`config.mk`:
```
export PLATFORM = sky130hd
export DESIGN_NAME = hazard_scoreboard_unit
export DESIGN_NICKNAME = d
export VERILOG_FILES = /design/src/rtl/hazard_scoreboard_unit.sv
export SDC_FILE = /design/constraint.sdc
export NUM_CORES = 1
export LEC_CHECK = 0
export CAP_MARGIN = 25
export CORE_ASPECT_RATIO = 1.5
export CORE_UTILIZATION = 49
export CTS_CLUSTER_DIAMETER = 40
export DETAILED_ROUTE_END_ITERATION = 6
export MAX_ROUTING_LAYER = met4
export PLACE_DENSITY = 0.84
export SYNTH_ARGS = -nofsm -noshare
export SYNTH_HDL_FRONTEND = slang
export SYNTH_SLANG_ARGS = --single-unit
```
`constraint.sdc`:
```
create_clock -name clk -period 3.4 [get_ports clk]
set_input_delay 0.68 -clock clk [delete_from_list [all_inputs] [get_ports clk]]
set_output_delay 0.68 -clock clk [all_outputs]
set_load 0.03 [all_outputs]
```
`src/rtl/hazard_scoreboard_unit.sv`:
```
// RAW hazard detector for the decode stage, with a shadow pipeline of in-flight destinations.
// Latency: hazard_detected/fwd_sel are combinational from ID inputs and slot state; slots and counter update on the clock edge.
// Backpressure: freeze holds all state; a detected hazard stalls ID and pushes one bubble per stall cycle.
//
// Optional feature macro: HAZARD_FORWARDING_EN
//   undefined : every live RAW match stalls until the producer leaves the tracked slots; fwd_sel = 0.
//   defined   : only a load-use match on slot0 stalls (one cycle); other matches forward via fwd_sel.
//
// Ports:
//   clk, rst_n                 rising-edge clock, asynchronous active-low reset
//   id_valid, id_src, id_src_en ID instruction and its per-source read enables
//   id_dest, id_wb_en, id_is_load ID destination, write-back flag, load flag
//   flush, freeze, cnt_clr     squash ID, global hold, synchronous stall-counter clear
//   hazard_detected            stall IF/ID this cycle
//   fwd_sel                    3 bits per source: 0 = register file, k = slot k-1
//   stall_cnt                  saturating count of stalled cycles
module hazard_scoreboard_unit #(
    parameter int REG_ADDR_W = 4,
    parameter int NUM_SRC    = 3,
    parameter int PIPE_DEPTH = 2,
    parameter int CNT_W      = 16
) (
    input  logic                          clk,
    input  logic                          rst_n,
    input  logic                          id_valid,
    input  logic [NUM_SRC*REG_ADDR_W-1:0] id_src,
    input  logic [NUM_SRC-1:0]            id_src_en,
    input  logic [REG_ADDR_W-1:0]         id_dest,
    input  logic                          id_wb_en,
    input  logic                          id_is_load,
    input  logic                          flush,
    input  logic                          freeze,
    input  logic                          cnt_clr,
    output logic                          hazard_detected,
    output logic [NUM_SRC*3-1:0]          fwd_sel,
    output logic [CNT_W-1:0]              stall_cnt
);

    typedef struct packed {
        logic                  vld;
        logic                  wb;
        logic                  ld;
        logic [REG_ADDR_W-1:0] dest;
    } slot_t;

    slot_t slots [PIPE_DEPTH];

    // match[i][k]: source i reads the register that slot k will write
    logic [NUM_SRC-1:0][PIPE_DEPTH-1:0] match;
    logic                               hazard_raw;
    logic                               issue;

    always_comb begin
        match = '0;
        for (int i = 0; i < NUM_SRC; i++) begin
            for (int k = 0; k < PIPE_DEPTH; k++) begin
                match[i][k] = id_valid && id_src_en[i] && slots[k].vld && slots[k].wb &&
                              (id_src[i*REG_ADDR_W +: REG_ADDR_W] == slots[k].dest);
            end
        end
    end

`ifdef HAZARD_FORWARDING_EN
    // Only a load still in EXE cannot be forwarded; everything else is bypassed
    // from the youngest matching slot (scan oldest-first so the youngest wins).
    always_comb begin
        hazard_raw = 1'b0;
        fwd_sel    = '0;
        for (int i = 0; i < NUM_SRC; i++) begin
            hazard_raw = hazard_raw | (match[i][0] & slots[0].ld);
            for (int k = PIPE_DEPTH - 1; k >= 0; k--) begin
                if (match[i][k] && !(k == 0 && slots[0].ld)) begin
                    fwd_sel[i*3 +: 3] = 3'(k + 1);
                end
            end
        end
    end
`else
    logic [PIPE_DEPTH-1:0] load_bits_unused;

    always_comb begin
        hazard_raw = |match;
        fwd_sel    = '0;
        for (int k = 0; k < PIPE_DEPTH; k++) begin
            load_bits_unused[k] = slots[k].ld;
        end
    end
`endif

    // A squashed instruction never stalls; flush wins over any match.
    assign hazard_detected = hazard_raw & id_valid & ~flush;
    assign issue           = id_valid & ~flush & ~hazard_detected;

    always_ff @(posedge clk or negedge rst_n) begin
        if (!rst_n) begin
            for (int k = 0; k < PIPE_DEPTH; k++) begin
                slots[k] <= '0;
            end
        end else if (!freeze) begin
            for (int k = PIPE_DEPTH - 1; k >= 1; k--) begin
                slots[k] <= slots[k-1];
            end
            if (issue) begin
                slots[0] <= '{vld: 1'b1, wb: id_wb_en, ld: id_is_load, dest: id_dest};
            end else begin
                slots[0] <= '0;
            end
        end
    end

    // Clear beats increment and is honoured even while frozen.
    always_ff @(posedge clk or negedge rst_n) begin
        if (!rst_n) begin
            stall_cnt <= '0;
        end else if (cnt_clr) begin
            stall_cnt <= '0;
        end else if (!freeze && hazard_detected && (stall_cnt != '1)) begin
            stall_cnt <= stall_cnt + CNT_W'(1);
        end
    end

endmodule

```
## After elaboration in Yosys (flattened, before gate mapping)

Cells that the tools add are included.

- Register bits after elaboration: 28
- Bits of input ports: 27

- Muxes and demuxes: 3
- Eq/ne operators: 7
- Add/subtract/negate cells: 1
- Bitwise gates (word level): 6
- Reduce and logical (&&, ||, !) cells: 26

Operator list:

| cell | number |
|---|---|
| 2-to-1 mux 16 bit | 2 |
| equality test 4 bit | 6 |
| logical AND 1 bit | 23 |
| adder 16 x 1 -> 16 bit, second input constant | 1 |
| inequality test 16 bit, second input constant | 1 |
| 2-to-1 mux 7 bit | 1 |
| OR reduction 6 bit | 1 |
| bitwise AND 1 bit | 4 |
| NOT 1 bit | 2 |
| nonzero test 2 bit | 1 |
| logical NOT 1 bit | 1 |

## Logic depth before layout (Yosys ltp)

- Depth in word-level cells: 11
- Gate-level depth with buffers: 9
- Depth with buffers taken out: 7

## Worst setup path after synthesis

Ideal clock, no wire load.

- Path kind: input-to-output
- Start: in id_src[4]
- End: out hazard_detected
- Path buffers: 0
- Arrival: 1.908 ns
- Slack: 0.812 ns
- Cell stages on the path: 6
- Path through: xor2_1 -> nor3_1 -> nand4_1 -> a21oi_2 -> nor3_1 -> nor2_1

- Longest elaborated chain between the ends: 5

Ends and longest elaborated chain:

| what | line | text |
|---|---|---|
| from (decl) | 26 | `input logic [NUM_SRC*REG_ADDR_W-1:0] id_src,` |
| equality test 4 bit | 58 | `(id_src[i*REG_ADDR_W +: REG_ADDR_W] == slots[k].dest);` |
| logical AND 1 bit | 57 | `match[i][k] = id_valid && id_src_en[i] && slots[k].vld && slots[k].wb &&` |
| OR reduction 6 bit * | 82 | `hazard_raw = \|match;` |
| bitwise AND 1 bit * (2 in a row) | 91 | `assign hazard_detected = hazard_raw & id_valid & ~flush;` |
| to (decl) | 34 | `output logic hazard_detected,` |

Every way passes the cells marked *; elsewhere a longest branch is shown, timed or not.

## Worst setup path in the final report

Same ends and word-level chain as after synthesis.

==> results by group <==
Final layout
  – Share of layout cells above drive strength 1: 9.81%
  – Non-filler cells, final: approximately 260
  – Diodes inserted: 0
  – Fillcell total: between 200 and 300
  – Nets: 243
  – Area Growth Syn to Fin: 27.1%
  – Most common cell after layout, fill and taps aside: clkdlybuf4s50_1
  – Most frequent cells in the layout: clkdlybuf4s50_1 (41), dfrtp_1 (28), xnor2_1 (14), a21oi_1 (12), xor2_1 (11)

Yosys
  – Post-synth EDFFs: 0
  – Top_reg_cell synth: dfrtp_1
  – Asr flop ratio synth: 100%
  – Mux cell area share after synthesis: under 10%
  – Largest family of logic cells by synthesized area: simple AND/OR/NAND/NOR gates
  – Post-Synthesis Cells: 173
  – Synth top area cells: dfrtp_1 (40%), xnor2_1 (7.1%), xor2_1 (5.6%)
  – Synth Area in Simple Gates: about a fifth
  – XOR/XNOR share of the synthesized area: approximately an eighth
  – Seq cells post-synth: 28
  – Distinct cells, synth: 35
  – Ys Warns: 0
  – Area leader, netlist: dfrtp_1
  – Compound-gate portion of the synthesized area: 14.7%
  – Synth Cell Area: 1730 um^2
  – Post-Synth Adder-Cell Area: less than 1%
  – Seq/Total Area, Yosys: slightly above 40%
  – Syn Area/Cell: 10.0 um^2
  – Post-synth top area share: 40.4%

Setup path
  – Cell family with most CP delay: simple AND/OR/NAND/NOR gates
  – CP max-delay cell: clkdlybuf4s50_1
  – CP Capture Type: output port
  – Crit path max fanout: 7
  – CP Cell Sequence: clkdlybuf4s50_1 -> xor2_1 -> nor3_1 -> nand4_1 -> a21oi_2 -> nor3_2 -> nor2_1 -> buf_4
  – CP max stage delay: around 0.47 ns
  – Reg2Reg Depth: 7
  – R2R Setup Slk: between 0.8 and 0.9 ns
  – Crit path DAT: about 2.5 ns
  – Worst path buffer plus inverter count: 2
  – Worst Path Required: around 2.7 ns
  – CP Launch Point: id_src[4]
  – Capturing point of the worst reg2reg path: stall_cnt[15]
  – Crit Path Class: input port to output port
  – Startpoint types: input port
  – R2r startpoint: slots[7]

Timing
  – Final Setup Violations: 0
  – Share of the clock period used by the worst path: 93.2%
  – Worst-Margin Slew: 1.01 ns
  – Final hold violations: 0
  – Rel. slew slack: approximately 32%
  – Max-slew violations: 0
  – Fmax: between 0.3 and 0.4 GHz
  – RSZ-0062 raised after global routing: no
  – Clock skew: around 0.0035 ns
  – TNS Setup: 0 ns
  – Final Critical Period: roughly 3.2 ns

Detailed routing
  – DRT iter0 DRCs: 40
  – DR WL/cell: between 10 and 15 um
  – Final Routed Wirelength: 3.79 mm
  – TritonRoute pass-1 iters: 4
  – Met1 wire length: 1.55 mm
  – Vias per inst: about 5.6
  – DRC Markers: 0
  – Vias: between 1k and 1.5k
  – Final ANT Viol Nets: 0
  – Routed met3 length: 175 um
  – Met2 WL: ~2 mm
  – Top routing layer used: met4

Clock tree
  – Clock root cell: clkbuf_8
  – CTS tree: done
  – H-tree levels: 1
  – Clock Latency Late Sink: around 0.27 ns
  – TritonCTS Buffers: 3
  – Setup repair bufs after CTS: 0
  – Clock Path Buffers: 2
  – Clk slew on worst S/H paths: 0.09 ns
  – Sink Count: 28

Global routing
  – Initial antenna violation count: 0
  – Vias in the first global route: ~1.4k
  – Total grt overflow: 0
  – Largest net degree at the start of global routing: 29
  – GRT Util Overall: between 20 and 25%
  – First-pass GRT wire length: 6.31 mm

Place
  – Placed cells: approximately 250
  – Port Buf Inserts: 42
  – GPL Wtd Cong: around 0.87
  – DP HPWL: 2.74 mm

Power and ir drop
  – Static leakage: about 0.00085 uW
  – Worst VDD drop: approximately 0.28 mV
  – Pwr Density: a little over 300 nW/um^2

Floorplanning
  – Die Ht: approximately 75 um
  – Core box area: around 3400 um^2
  – Initial Util: between 50% and 60%
  – # rows: 26
  – Io pins: 53
  – Die width: 50.6 um
  – Die area: between 3000 and 4000 um^2

Hold path
  – Hold path start: slots[12]
  – Hold path cells: 1
  – Type of the tightest min-delay check: register to register
  – Worst Hold Path EP: slots[12]

Flow run
  – Maxcap violations: 0

Outcome
  – Status: complete, no violations
cells in the mapped netlist, types with 7 or more instances:
cell / count
o31ai_1: 9
nand4_1: 9
nand3_1: 10
buf_4: 9
dfrtp_1: 28
or4_1: 8
xnor2_1: 14
a21oi_1: 12
nor2_1: 9
xor2_1: 11
mux2_2: 7
per-layer routing:
layer	vias to the layer above	track usage (%)
li1	699	-
met1	684	25.7
met2	49	40.4
met3	7	2.63
met4	0	11.4
met5	-	-
how the worst max path moves through the flow:
stage	cells after the start	endpoint
after detailed placement	8	hazard_detected
after floorplan	6	hazard_detected
after global routing	7	hazard_detected
after global placement	8	hazard_detected
final	8	hazard_detected
after CTS	8	hazard_detected
where the power goes:
part	switching [uW]	internal [uW]
Combinational	55.4	55.6
Sequential	14.1	343
Clock	98.0	104
Total	167	502
worst register-to-register path, cell delays in order, from the launching register on:
cell      delay, ns
dfrtp_1        0.46
xor2_1         0.19
nor3_1         0.28
nand4_1        0.16
a21oi_2        0.26
o311ai_4       0.34
nor4_1         0.39
mux2_2         0.37
state kept, by name, summed over array words and instances (netlist names):
signal and flops:
slots 12, stall_cnt 16
cell families after synthesis:
logic type | Yosys count
other cells | 1
xor+xnor | 25
simple gates | 57
flops | 28
mux | 9
buf+inv | 18
compound gates | 34
fa+ha+maj | 1
timing repair:
item / CTS / global route
endpoints found under the setup margin: 0 / 1
gates resized for setup: 0 / 1
hold buffers: 0 / 0
through the flow:
| stage | util [%] | setup slack, ns | total power [uW] | hold slack [ns] | area, um^2 |
|---|---|---|---|---|---|
| after floorplan | - | 0.812 | 427 | 0.384 | 1760 |
| after global placement | 63.3 | 0.0310 | 472 | 0.536 | 2140 |
| after detailed placement | 63.3 | 0.0556 | 474 | 0.546 | 2140 |
| after CTS | 64.9 | 0.0341 | 681 | 0.567 | 2200 |
| after global routing | 65.1 | 0.0907 | 705 | 0.598 | 2200 |
| final | 65.1 | 0.230 | 670 | 0.564 | 2200 |
area by class of cell:
cell class | count | area, um^2 | area share, %
Clock buffer | 4 | 55.1 | 2.50
Inverter | 3 | 11.3 | 0.511
Multi-Input combinational cell | 135 | 950 | 43.1
Sequential cell | 28 | 701 | 31.8
Tap cell | 42 | 52.6 | 2.39
Timing Repair Buffer | 44 | 433 | 19.7
No activity file was read; power rests on OpenSTA's default activity.
